**src/rtl/cpu_pkg.sv**
```systemverilog
// Shared encodings for the 8-bit CPU controller and datapath:
// FSM states, instruction classes and datapath mux/op codes.
package cpu_pkg;
  typedef enum logic [2:0] {
    S_IDLE, S_FETCH, S_DECODE, S_EXEC, S_HALT
  } state_e;

  typedef enum logic [3:0] {
    CLS_LDR, CLS_STR, CLS_ALU, CLS_SHIFT, CLS_IN, CLS_OUT,
    CLS_NOP, CLS_HALT, CLS_LDM, CLS_JZ, CLS_JMP
  } cls_e;

  localparam logic [1:0] OP_REG = 2'b00;
  localparam logic [1:0] OP_LDM = 2'b01;
  localparam logic [1:0] OP_JZ  = 2'b10;
  localparam logic [1:0] OP_JMP = 2'b11;

  localparam logic [2:0] SUB_LDR  = 3'b000;
  localparam logic [2:0] SUB_STR  = 3'b001;
  localparam logic [2:0] SUB_MISC = 3'b111;

  localparam logic [1:0] ASEL_SHIFT = 2'd0;
  localparam logic [1:0] ASEL_RF    = 2'd1;
  localparam logic [1:0] ASEL_IN    = 2'd2;
  localparam logic [1:0] ASEL_MEM   = 2'd3;

  localparam logic [1:0] JMP_INC  = 2'd0;
  localparam logic [1:0] JMP_ABS  = 2'd1;
  localparam logic [1:0] JMP_BACK = 2'd2;
  localparam logic [1:0] JMP_FWD  = 2'd3;

  localparam logic [2:0] ALU_PASSA = 3'b000;

  localparam logic [1:0] SHIFT_PASS = 2'd0;
  localparam logic [1:0] SHIFT_SHL  = 2'd1;
  localparam logic [1:0] SHIFT_SHR  = 2'd2;
  localparam logic [1:0] SHIFT_ROR  = 2'd3;
endpackage

```
**src/rtl/controller_fsm_if.sv**
```systemverilog
// Controller <-> datapath signal bundle; master = controller side.
interface controller_fsm_if #(parameter int CNT_W = 16);
  logic [7:0]       INSTR;
  logic [7:0]       accout;
  logic             IRload;
  logic             MRload;
  logic             PCload;
  logic [1:0]       Jmpmuxsel;
  logic             MemInst;
  logic [1:0]       Asel;
  logic             Aload;
  logic             RFwr;
  logic [2:0]       ALUsel;
  logic [1:0]       Shiftsel;
  logic             outen;
  logic             halted;
  logic [CNT_W-1:0] instret;

  modport master (
    input  INSTR, accout,
    output IRload, MRload, PCload, Jmpmuxsel, MemInst, Asel, Aload,
           RFwr, ALUsel, Shiftsel, outen, halted, instret
  );
  modport slave (
    output INSTR, accout,
    input  IRload, MRload, PCload, Jmpmuxsel, MemInst, Asel, Aload,
           RFwr, ALUsel, Shiftsel, outen, halted, instret
  );
endinterface

```
**src/rtl/controller_fsm_instr_decoder.sv**
```systemverilog
// Combinational instruction classifier plus field extraction.
module instr_decoder
  import cpu_pkg::*;
(
  input  logic [7:0] instr,
  output cls_e       cls,
  output logic [2:0] alu_op,
  output logic [1:0] shift_op,
  output logic       jz_back
);
  assign alu_op   = instr[5:3];
  assign shift_op = instr[1:0];
  assign jz_back  = instr[5];

  always_comb begin
    cls = CLS_NOP;
    case (instr[7:6])
      OP_LDM: cls = CLS_LDM;
      OP_JZ:  cls = CLS_JZ;
      OP_JMP: cls = CLS_JMP;
      default: begin
        case (instr[5:3])
          SUB_LDR:  cls = CLS_LDR;
          SUB_STR:  cls = CLS_STR;
          SUB_MISC: begin
            if (!instr[2]) cls = CLS_SHIFT;
            else begin
              case (instr[1:0])
                2'b00:   cls = CLS_IN;
                2'b01:   cls = CLS_OUT;
                2'b10:   cls = CLS_NOP;
                default: cls = CLS_HALT;
              endcase
            end
          end
          default:  cls = CLS_ALU;
        endcase
      end
    endcase
  end
endmodule

```
**src/rtl/controller_fsm.sv**
```systemverilog
// Fetch/decode/execute control unit: state register, instret counter and
// per-state control decode for the 8-bit datapath.
module controller_fsm
  import cpu_pkg::*;
#(parameter int CNT_W = 16)
(
  input  logic              clk,
  input  logic              reset,
  input  logic              start,
  controller_fsm_if.master  bus
);
  state_e           state_q, state_d;
  cls_e             cls_q, cls_d, dec_cls;
  logic [CNT_W-1:0] instret_q, instret_d;
  logic [2:0]       dec_alu;
  logic [1:0]       dec_shift;
  logic             dec_back;

  instr_decoder u_dec (
    .instr(bus.INSTR), .cls(dec_cls), .alu_op(dec_alu),
    .shift_op(dec_shift), .jz_back(dec_back)
  );

  always_ff @(posedge clk or posedge reset) begin
    if (reset) begin
      state_q   <= S_IDLE;
      cls_q     <= CLS_NOP;
      instret_q <= '0;
    end else begin
      state_q   <= state_d;
      cls_q     <= cls_d;
      instret_q <= instret_d;
    end
  end

  always_comb begin
    state_d       = state_q;
    cls_d         = cls_q;
    instret_d     = instret_q;
    bus.IRload    = 1'b0;
    bus.MRload    = 1'b0;
    bus.PCload    = 1'b0;
    bus.Jmpmuxsel = JMP_INC;
    bus.MemInst   = 1'b0;
    bus.Asel      = ASEL_SHIFT;
    bus.Aload     = 1'b0;
    bus.RFwr      = 1'b0;
    bus.ALUsel    = ALU_PASSA;
    bus.Shiftsel  = SHIFT_PASS;
    bus.outen     = 1'b0;
    bus.halted    = 1'b0;
    case (state_q)
      S_IDLE: if (start) state_d = S_FETCH;
      S_FETCH: begin
        // MA is loaded speculatively so LDM can use it in EXEC
        bus.IRload = 1'b1;
        bus.MRload = 1'b1;
        bus.PCload = 1'b1;
        state_d    = S_DECODE;
      end
      S_DECODE: begin
        cls_d   = dec_cls;
        state_d = S_EXEC;
      end
      S_EXEC: begin
        instret_d = instret_q + 1'b1;
        state_d   = (cls_q == CLS_HALT) ? S_HALT : S_FETCH;
        case (cls_q)
          CLS_LDR: begin bus.Asel = ASEL_RF; bus.Aload = 1'b1; end
          CLS_STR: bus.RFwr = 1'b1;
          CLS_ALU: begin bus.ALUsel = dec_alu; bus.Aload = 1'b1; end
          CLS_SHIFT: begin bus.Shiftsel = dec_shift; bus.Aload = 1'b1; end
          CLS_IN:  begin bus.Asel = ASEL_IN; bus.Aload = 1'b1; end
          CLS_OUT: bus.outen = 1'b1;
          CLS_LDM: begin
            bus.MemInst = 1'b1;
            bus.Asel    = ASEL_MEM;
            bus.Aload   = 1'b1;
          end
          CLS_JZ: begin
            bus.Jmpmuxsel = dec_back ? JMP_BACK : JMP_FWD;
            bus.PCload    = (bus.accout == 8'h00);
          end
          CLS_JMP: begin
            bus.Jmpmuxsel = JMP_ABS;
            bus.PCload    = 1'b1;
          end
          default: ;
        endcase
      end
      S_HALT: bus.halted = 1'b1;
      default: state_d = S_IDLE;
    endcase
  end

  assign bus.instret = instret_q;
endmodule

```
**src/flat_wrapper.sv**
```systemverilog
// flat-port wrapper written by rule: the top's interface ports become plain ports
module controller_fsm_flat import cpu_pkg::*;
#(parameter int CNT_W = 16)
  (clk, reset, start, bus_INSTR, bus_accout, bus_IRload, bus_MRload, bus_PCload, bus_Jmpmuxsel, bus_MemInst, bus_Asel, bus_Aload, bus_RFwr, bus_ALUsel, bus_Shiftsel, bus_outen, bus_halted, bus_instret);
  controller_fsm_if #(.CNT_W(CNT_W)) bus_i ();
  input  logic clk;
  input  logic reset;
  input  logic start;
  input wire logic [$bits(bus_i.INSTR)-1:0] bus_INSTR;
  input wire logic [$bits(bus_i.accout)-1:0] bus_accout;
  output wire logic [$bits(bus_i.IRload)-1:0] bus_IRload;
  output wire logic [$bits(bus_i.MRload)-1:0] bus_MRload;
  output wire logic [$bits(bus_i.PCload)-1:0] bus_PCload;
  output wire logic [$bits(bus_i.Jmpmuxsel)-1:0] bus_Jmpmuxsel;
  output wire logic [$bits(bus_i.MemInst)-1:0] bus_MemInst;
  output wire logic [$bits(bus_i.Asel)-1:0] bus_Asel;
  output wire logic [$bits(bus_i.Aload)-1:0] bus_Aload;
  output wire logic [$bits(bus_i.RFwr)-1:0] bus_RFwr;
  output wire logic [$bits(bus_i.ALUsel)-1:0] bus_ALUsel;
  output wire logic [$bits(bus_i.Shiftsel)-1:0] bus_Shiftsel;
  output wire logic [$bits(bus_i.outen)-1:0] bus_outen;
  output wire logic [$bits(bus_i.halted)-1:0] bus_halted;
  output wire logic [$bits(bus_i.instret)-1:0] bus_instret;
  assign bus_i.INSTR = bus_INSTR;
  assign bus_i.accout = bus_accout;
  assign bus_IRload = bus_i.IRload;
  assign bus_MRload = bus_i.MRload;
  assign bus_PCload = bus_i.PCload;
  assign bus_Jmpmuxsel = bus_i.Jmpmuxsel;
  assign bus_MemInst = bus_i.MemInst;
  assign bus_Asel = bus_i.Asel;
  assign bus_Aload = bus_i.Aload;
  assign bus_RFwr = bus_i.RFwr;
  assign bus_ALUsel = bus_i.ALUsel;
  assign bus_Shiftsel = bus_i.Shiftsel;
  assign bus_outen = bus_i.outen;
  assign bus_halted = bus_i.halted;
  assign bus_instret = bus_i.instret;
  controller_fsm #(.CNT_W(CNT_W)) u_core (.clk(clk), .reset(reset), .start(start), .bus(bus_i));
endmodule
```
**config.mk**
```make
export PLATFORM = sky130hd
export DESIGN_NAME = controller_fsm_flat
export DESIGN_NICKNAME = d
export VERILOG_FILES = /design/src/rtl/cpu_pkg.sv /design/src/rtl/controller_fsm_if.sv /design/src/rtl/controller_fsm_instr_decoder.sv /design/src/rtl/controller_fsm.sv /design/src/flat_wrapper.sv
export SDC_FILE = /design/constraint.sdc
export NUM_CORES = 1
export LEC_CHECK = 0
export CAP_MARGIN = 30
export CORE_MARGIN = 5
export CORE_UTILIZATION = 48
export CTS_BUF_LIST = sky130_fd_sc_hd__clkbuf_2 sky130_fd_sc_hd__clkbuf_4 sky130_fd_sc_hd__clkbuf_8
export DETAILED_ROUTE_END_ITERATION = 8
export GPL_TIMING_DRIVEN = 0
export PLACE_DENSITY = 0.88
export SYNTH_ARGS = -nofsm -noshare
export SYNTH_HDL_FRONTEND = slang
export SYNTH_SLANG_ARGS = --single-unit
```
**constraint.sdc**
```tcl
create_clock -name clk -period 2.9 [get_ports clk]
set_input_delay 0.435 -clock clk [delete_from_list [all_inputs] [get_ports clk]]
set_output_delay 0.435 -clock clk [all_outputs]
set_load 0.01 [all_outputs]
```
Word-level counts from Yosys, hierarchy flattened. Index checks and enable logic that the tools add are counted.

Register bits after elaboration: 23. Output and inout bits: 33. Logic and storage cells: 61.

$add $sub $neg: 1. Eq/ne operators: 21. Mux-type cells: 28. Bitwise logic cells: 1. Reduce and logical (&&, ||, !) cells: 7.

Operators by type and width (number): adder 16 x 1 -> 16 bit, second input constant (1); 2-to-1 mux 3 bit (5); one-hot mux 3 bit (5 select lines) (1); equality test 4 x 3 -> 1 bit, second input constant (3); equality test 4 bit, second input constant (3); one-hot mux 2 bit (3 select lines) (2); one-hot mux 4 bit (3 select lines) (1); 2-to-1 mux 1 bit (11); one-hot mux 3 bit (3 select lines) (1); equality test 4 x 2 -> 1 bit, second input constant (2); zero test 8 bit (1); 2-to-1 mux 2 bit (4); equality test 2 bit, second input constant (3); equality test 3 x 1 -> 1 bit, second input constant (2); equality test 3 x 2 -> 1 bit, second input constant (2); equality test 3 bit, second input constant (2); zero test 3 bit (2); OR reduction 5 bit (1); equality test 2 x 1 -> 1 bit, second input constant (2); equality test 4 x 1 -> 1 bit, second input constant (1); zero test 4 bit (1); one-hot mux 1 bit (2 select lines) (2); one-hot mux 2 bit (2 select lines) (1); zero test 2 bit (1); 3 further kinds (3).

Depth between registers and ports, before layout.
Depth in word-level cells: 5. Gate-level depth with buffers: 5.

Hierarchy. From an unflattened synthesis, not the netlist that was laid out.

Cell total of the unflattened synthesis: 143. Area total of the unflattened synthesis: 1352.5 um2.

By module, submodules not included: controller_fsm (times used 1, cells an instance 125, area each 1243.7 um2, sequential area each 578.1 um2); instr_decoder (times used 1, cells an instance 18, area each 108.9 um2, sequential area each 0.0 um2).

Least setup slack after synthesis. No wires, ideal clock.

Path type: flip-flop to output port. Start: register u_core.state_q[2]. End: output bus_Asel[1]. Arrival: 1325 ps. Required time: 2465 ps. Setup slack: 1140 ps. Stages on the path, launching flop included: 5. Buffers on the path: 1. Path through: dfrtp_1 > nand3b_4 > buf_4 > or3_1 > a21oi_1.

Word-level cells in the longest chain between the ends: 2.

RTL lines: start: declaration (RTL line controller_fsm.sv:12) `state_e state_q, state_d;`; start signal: assignment (RTL line controller_fsm.sv:30) `state_q <= state_d;`; equality test 3 x 2 -> 1 bit (RTL line controller_fsm.sv:52) `case (state_q)`; 2-to-1 mux 2 bit (RTL line controller_fsm.sv:52); end: declaration (RTL line flat_wrapper.sv:16) `output wire logic [$bits(bus_i.Asel)-1:0] bus_Asel;`.

Every way passes these cells.

Worst setup path in the final report.
Start: register u_core.cls_q[1]. End: output bus_PCload.

Word-level cells in the longest chain between the ends: 3.

RTL lines: start: declaration (RTL line controller_fsm.sv:13) `cls_e cls_q, cls_d, dec_cls;`; start signal: assignment (RTL line controller_fsm.sv:31) `cls_q <= cls_d;`; equality test 4 bit (RTL line controller_fsm.sv:68) `case (cls_q)`; one-hot mux 1 bit (2 select lines) (*) (RTL line controller_fsm.sv:68); one-hot mux 1 bit (2 select lines) (*) (RTL line controller_fsm.sv:52); end: declaration (RTL line flat_wrapper.sv:13) `output wire logic [$bits(bus_i.PCload)-1:0] bus_PCload;`.

Mark *: on every way between the ends. The rest lies on a longest branch, timed or not.

==> results.md <==
- For this run, the register share of the synthesized area comes to 43.3%.
- The congestion estimate from routability-driven global placement came to 0.770.
- The data arrival time of the worst path is 2.32 ns.
- The count of final hold-check violations is 0.
- The startpoint class of the critical path is a flop.
- The average footprint of a synthesized cell is 9.61 um2.
- Of all nets on the critical path, the largest fanout is 10.
- After technology mapping, the gate count stands at 139.
- The count of pins over their slew limit is 0.
- In this run, synthesis inferred 0 flip-flops with an integrated enable.
- In this run the tightest slew margin relative to its limit is 43.9%.
- When the netlist entered floorplanning its net count stood at 159.
- After synthesis the netlist holds a flip-flop and latch count of 23.
- Once placement completed, the tool counted placed cells totaling 221.
- The clock period minus final worst setup slack is 2.76 ns.
- The initial cell density of the core is 49.3%.
- Clock-pin slew was measured on the worst setup and hold paths at 0.13 ns.
- The worst setup path startpoint is u_core.cls_q[1].
- The number of vias after detailed routing is 1192.
- The area of the core region is 0.00271 mm2.
- The highest attainable clock frequency is 0.363 GHz.
- The count of cell types in the netlist is 40.
- The later pin in the worst-skew pair is clocked with a latency of 0.32 ns.
- The routed wirelength normalized by instance count is 13.9 um.
- STA puts the critical path data required time at 2.47 ns.
- The total power divided by cell area is 736 mW/mm2.
- The worst hold path begins at u_core.bus.instret[15].
- The final instance area is 0.00191 mm2.
- The non-filler instance count after layout is 225.
- The run finished with clean final reports.
- The count of boundary I/O pins is 52.
- The number of clock sinks is 23.
- The via count normalized by instance count is 5.30.
- Entering global routing, the biggest net connects 24 pins.
- The number of failing setup endpoints in the final timing report is 0.
- Fill cells in the final layout number 239.
- The count of nets after finishing is 215.
- After legalization and detailed placement, the total HPWL measured 2520 um.
- The number of max-cap violations is 0.
- The clock tree from TritonCTS is built.
- IR analysis of the VDD net gives a maximum drop of 0.539 mV.
- The final worst-path setup slack is 0.142 ns.
- The buffer depth of the longest clock path is 2.
- The utilization of the core after routing is 70.6%.
- The worst setup path is captured at a primary output.
- The clock root buffer is sky130_fd_sc_hd__clkbuf_4.
- In this run, CTS created clock tree buffers numbering 3.
- In the synthesized netlist the async set-or-reset flop fraction comes to 100%.
- From bottom edge to top edge, the die measures 62.8 um.
- In this run, post-CTS repair resized a total of 0 instances.
- The analysis attributes to cell leakage a power of 0.817 nW.
- The repair_antennas step left the layout with diodes totalling 0.
- The setup TNS is 0 ns.
- Yosys attributes the largest share of cell area to sky130_fd_sc_hd__dfrtp_1 39%, sky130_fd_sc_hd__xnor2_1 7.2%, sky130_fd_sc_hd__nand2_1 4.8%.
- Timing analysis after detailed placement gives a worst setup slack of 0.485 ns.
- Once detail routing completed, the nets flagged for antenna violations numbered 0.
- The cell taking the most area after synthesis is sky130_fd_sc_hd__dfrtp_1.
- The startpoint-to-endpoint class of the critical path is flop to primary output.
- The final critical path takes up 95.1% of the cycle.
- CTS built an H-tree with a depth of 1.
- The number of I/O port buffers is 51.
- The overall power of the completed layout is 1.41 mW.
- In this run, post-CTS hold repair placed 0 buffers.
- Compared with the post-synthesis result, the final layout area differs by 43.2%.
- In the routed design, unresolved DRC markers number 0.
- The number of antenna violations at the first check in global routing is 0.
- Setup repair after global routing left no endpoint under its margin.
- The cell area reported after detailed placement is 0.00189 mm2.
- The pin slew with the least headroom to its limit is 0.840 ns.
- Traced cell by cell, the critical path runs through clkbuf_1 > nor2b_1 > nand3b_1 > a31oi_1 > clkdlybuf4s50_1.
- The cell area that synthesis handed to floorplanning was 0.00134 mm2.
- The most used flip-flop cell after synthesis is sky130_fd_sc_hd__dfrtp_1.
- After global routing the overflow that remains totals 0.
- The class of the worst hold path is flop to flop.
- The launch point of the worst reg-to-reg path is u_core.bus.instret[0].
- The via count of the first global-routing pass came to 1222.
- The clock tree skew after final layout is 0.0101 ns.
- The first global-routing pass estimated 5290 um of wire.
- The cell at the slowest stage of the critical path is sky130_fd_sc_hd__dfstp_2.
- The routed design has 3130 um of wire.
- The die covers 0.00394 mm2.
- The starting DRC count in detailed routing is 32.
- The share of layout cells above drive strength 1 is 10.3%.
- Across all hold checks on the routed design, the worst slack comes to 0.477 ns.
- The first detailed-routing pass took 4 iterations.
- The count of yosys warnings during synthesis is 0.
- Summed over its instances, the top area cell type makes up 39.3% of the synthesized netlist area.
- The delay contributed by the slowest stage of the critical path is 0.57 ns.
- The overall fraction of global-route tracks in use is 16.3%.
- The floorplan has 19 rows.
- The chip width is 62.8 um.
- The number of buffers added for setup after CTS is 0.
## Yosys cell counts, types with 3 or more instances
| master | number |
|---|---|
| sky130_fd_sc_hd__dfrtp_1 | 21 |
| sky130_fd_sc_hd__nand2_1 | 17 |
| sky130_fd_sc_hd__nor2_1 | 13 |
| sky130_fd_sc_hd__xnor2_1 | 11 |
| sky130_fd_sc_hd__a21oi_1 | 6 |
| sky130_fd_sc_hd__and2_1 | 5 |
| sky130_fd_sc_hd__nand2b_1 | 5 |
| sky130_fd_sc_hd__nand3_1 | 5 |
| sky130_fd_sc_hd__nor3_1 | 5 |
| sky130_fd_sc_hd__xor2_1 | 5 |
| sky130_fd_sc_hd__buf_4 | 3 |
| sky130_fd_sc_hd__nand4_1 | 3 |
| sky130_fd_sc_hd__nor4_1 | 3 |
| sky130_fd_sc_hd__o21ai_0 | 3 |
## cells in the final DEF (no fill, tap or decap), types with 3 or more instances in the layout
cell                              Yosys  layout
sky130_fd_sc_hd__nand2b_1             5       5
sky130_fd_sc_hd__nand2_1             17      17
sky130_fd_sc_hd__nor3_1               5       5
sky130_fd_sc_hd__xnor2_1             11      11
sky130_fd_sc_hd__a21oi_1              6       6
sky130_fd_sc_hd__nand3_1              5       5
sky130_fd_sc_hd__nor2_1              13      13
sky130_fd_sc_hd__nand4_1              3       3
sky130_fd_sc_hd__dfrtp_1             21      21
sky130_fd_sc_hd__clkbuf_4             0       3
sky130_fd_sc_hd__xor2_1               5       5
sky130_fd_sc_hd__and2_1               5       5
sky130_fd_sc_hd__o21ai_0              3       3
sky130_fd_sc_hd__clkdlybuf4s50_1      0      51
sky130_fd_sc_hd__buf_4                3       3
sky130_fd_sc_hd__nor4_1               3       3
## registers in the layout (all words and copies together), names as in the netlist
name and flops:
u_core.state_q 3, u_core.bus.instret 16, u_core.cls_q 4
## layout make-up
type | instances | area (um2) | share of cell area [%]
tap | 31 | 38.8 | 2.03
buffer | 8 | 51.3 | 2.68
clock inverter | 1 | 5.00 | 0.262
inverter | 1 | 3.75 | 0.196
sequential | 23 | 578 | 30.2
clock buffer | 3 | 22.5 | 1.18
multi-input combinational | 107 | 703 | 36.8
timing repair buffer | 51 | 510 | 26.7
## critical path: cells and delay by family (launching register included)
family / cells / cell delay (ns)
simple gates: 2 / 0.34
buf+inv: 2 / 0.90
compound gates: 1 / 0.19
flops: 1 / 0.57
## logic make-up (layout without fill, tap and decap cells)
logic type | Yosys count | in the layout | synth area share (%)
fa+ha+maj | 1 | 1 | 0.936
simple gates | 75 | 75 | 33.9
xor+xnor | 16 | 16 | 10.5
compound gates | 15 | 15 | 7.30
buf+inv | 9 | 64 | 4.12
flops | 23 | 23 | 43.3
## final timing paths
kind	endpoint	slack, ns	cells after the start
setup / recovery	bus_PCload	0.14	5
hold / removal	u_core.bus.instret[15]	0.48	1
setup reg to reg	u_core.bus.instret[10]	1.38	5
hold reg to reg	u_core.bus.instret[15]	0.48	1
max in group asynchronous	u_core.bus.instret[7]	1.81	2
min in group asynchronous	u_core.cls_q[0]	0.56	2
## where the power goes
part	leakage, nW	switching (mW)	internal (mW)
Clock	0.0177	0.0988	0.0517
Combinational	0.503	0.381	0.391
Sequential	0.297	0.0845	0.401
## per-layer routing
| layer | global-route usage, % | wire, um | share of wire (%) |
|---|---|---|---|
| met5 | 0 | 0 | 0 |
| met4 | 5.57 | 43 | 1.4 |
| met3 | 5.40 | 279 | 8.9 |
| met2 | 28.9 | 1510 | 48 |
| met1 | 18.0 | 1300 | 42 |
Note: power is estimated with default switching activity, not from simulation.
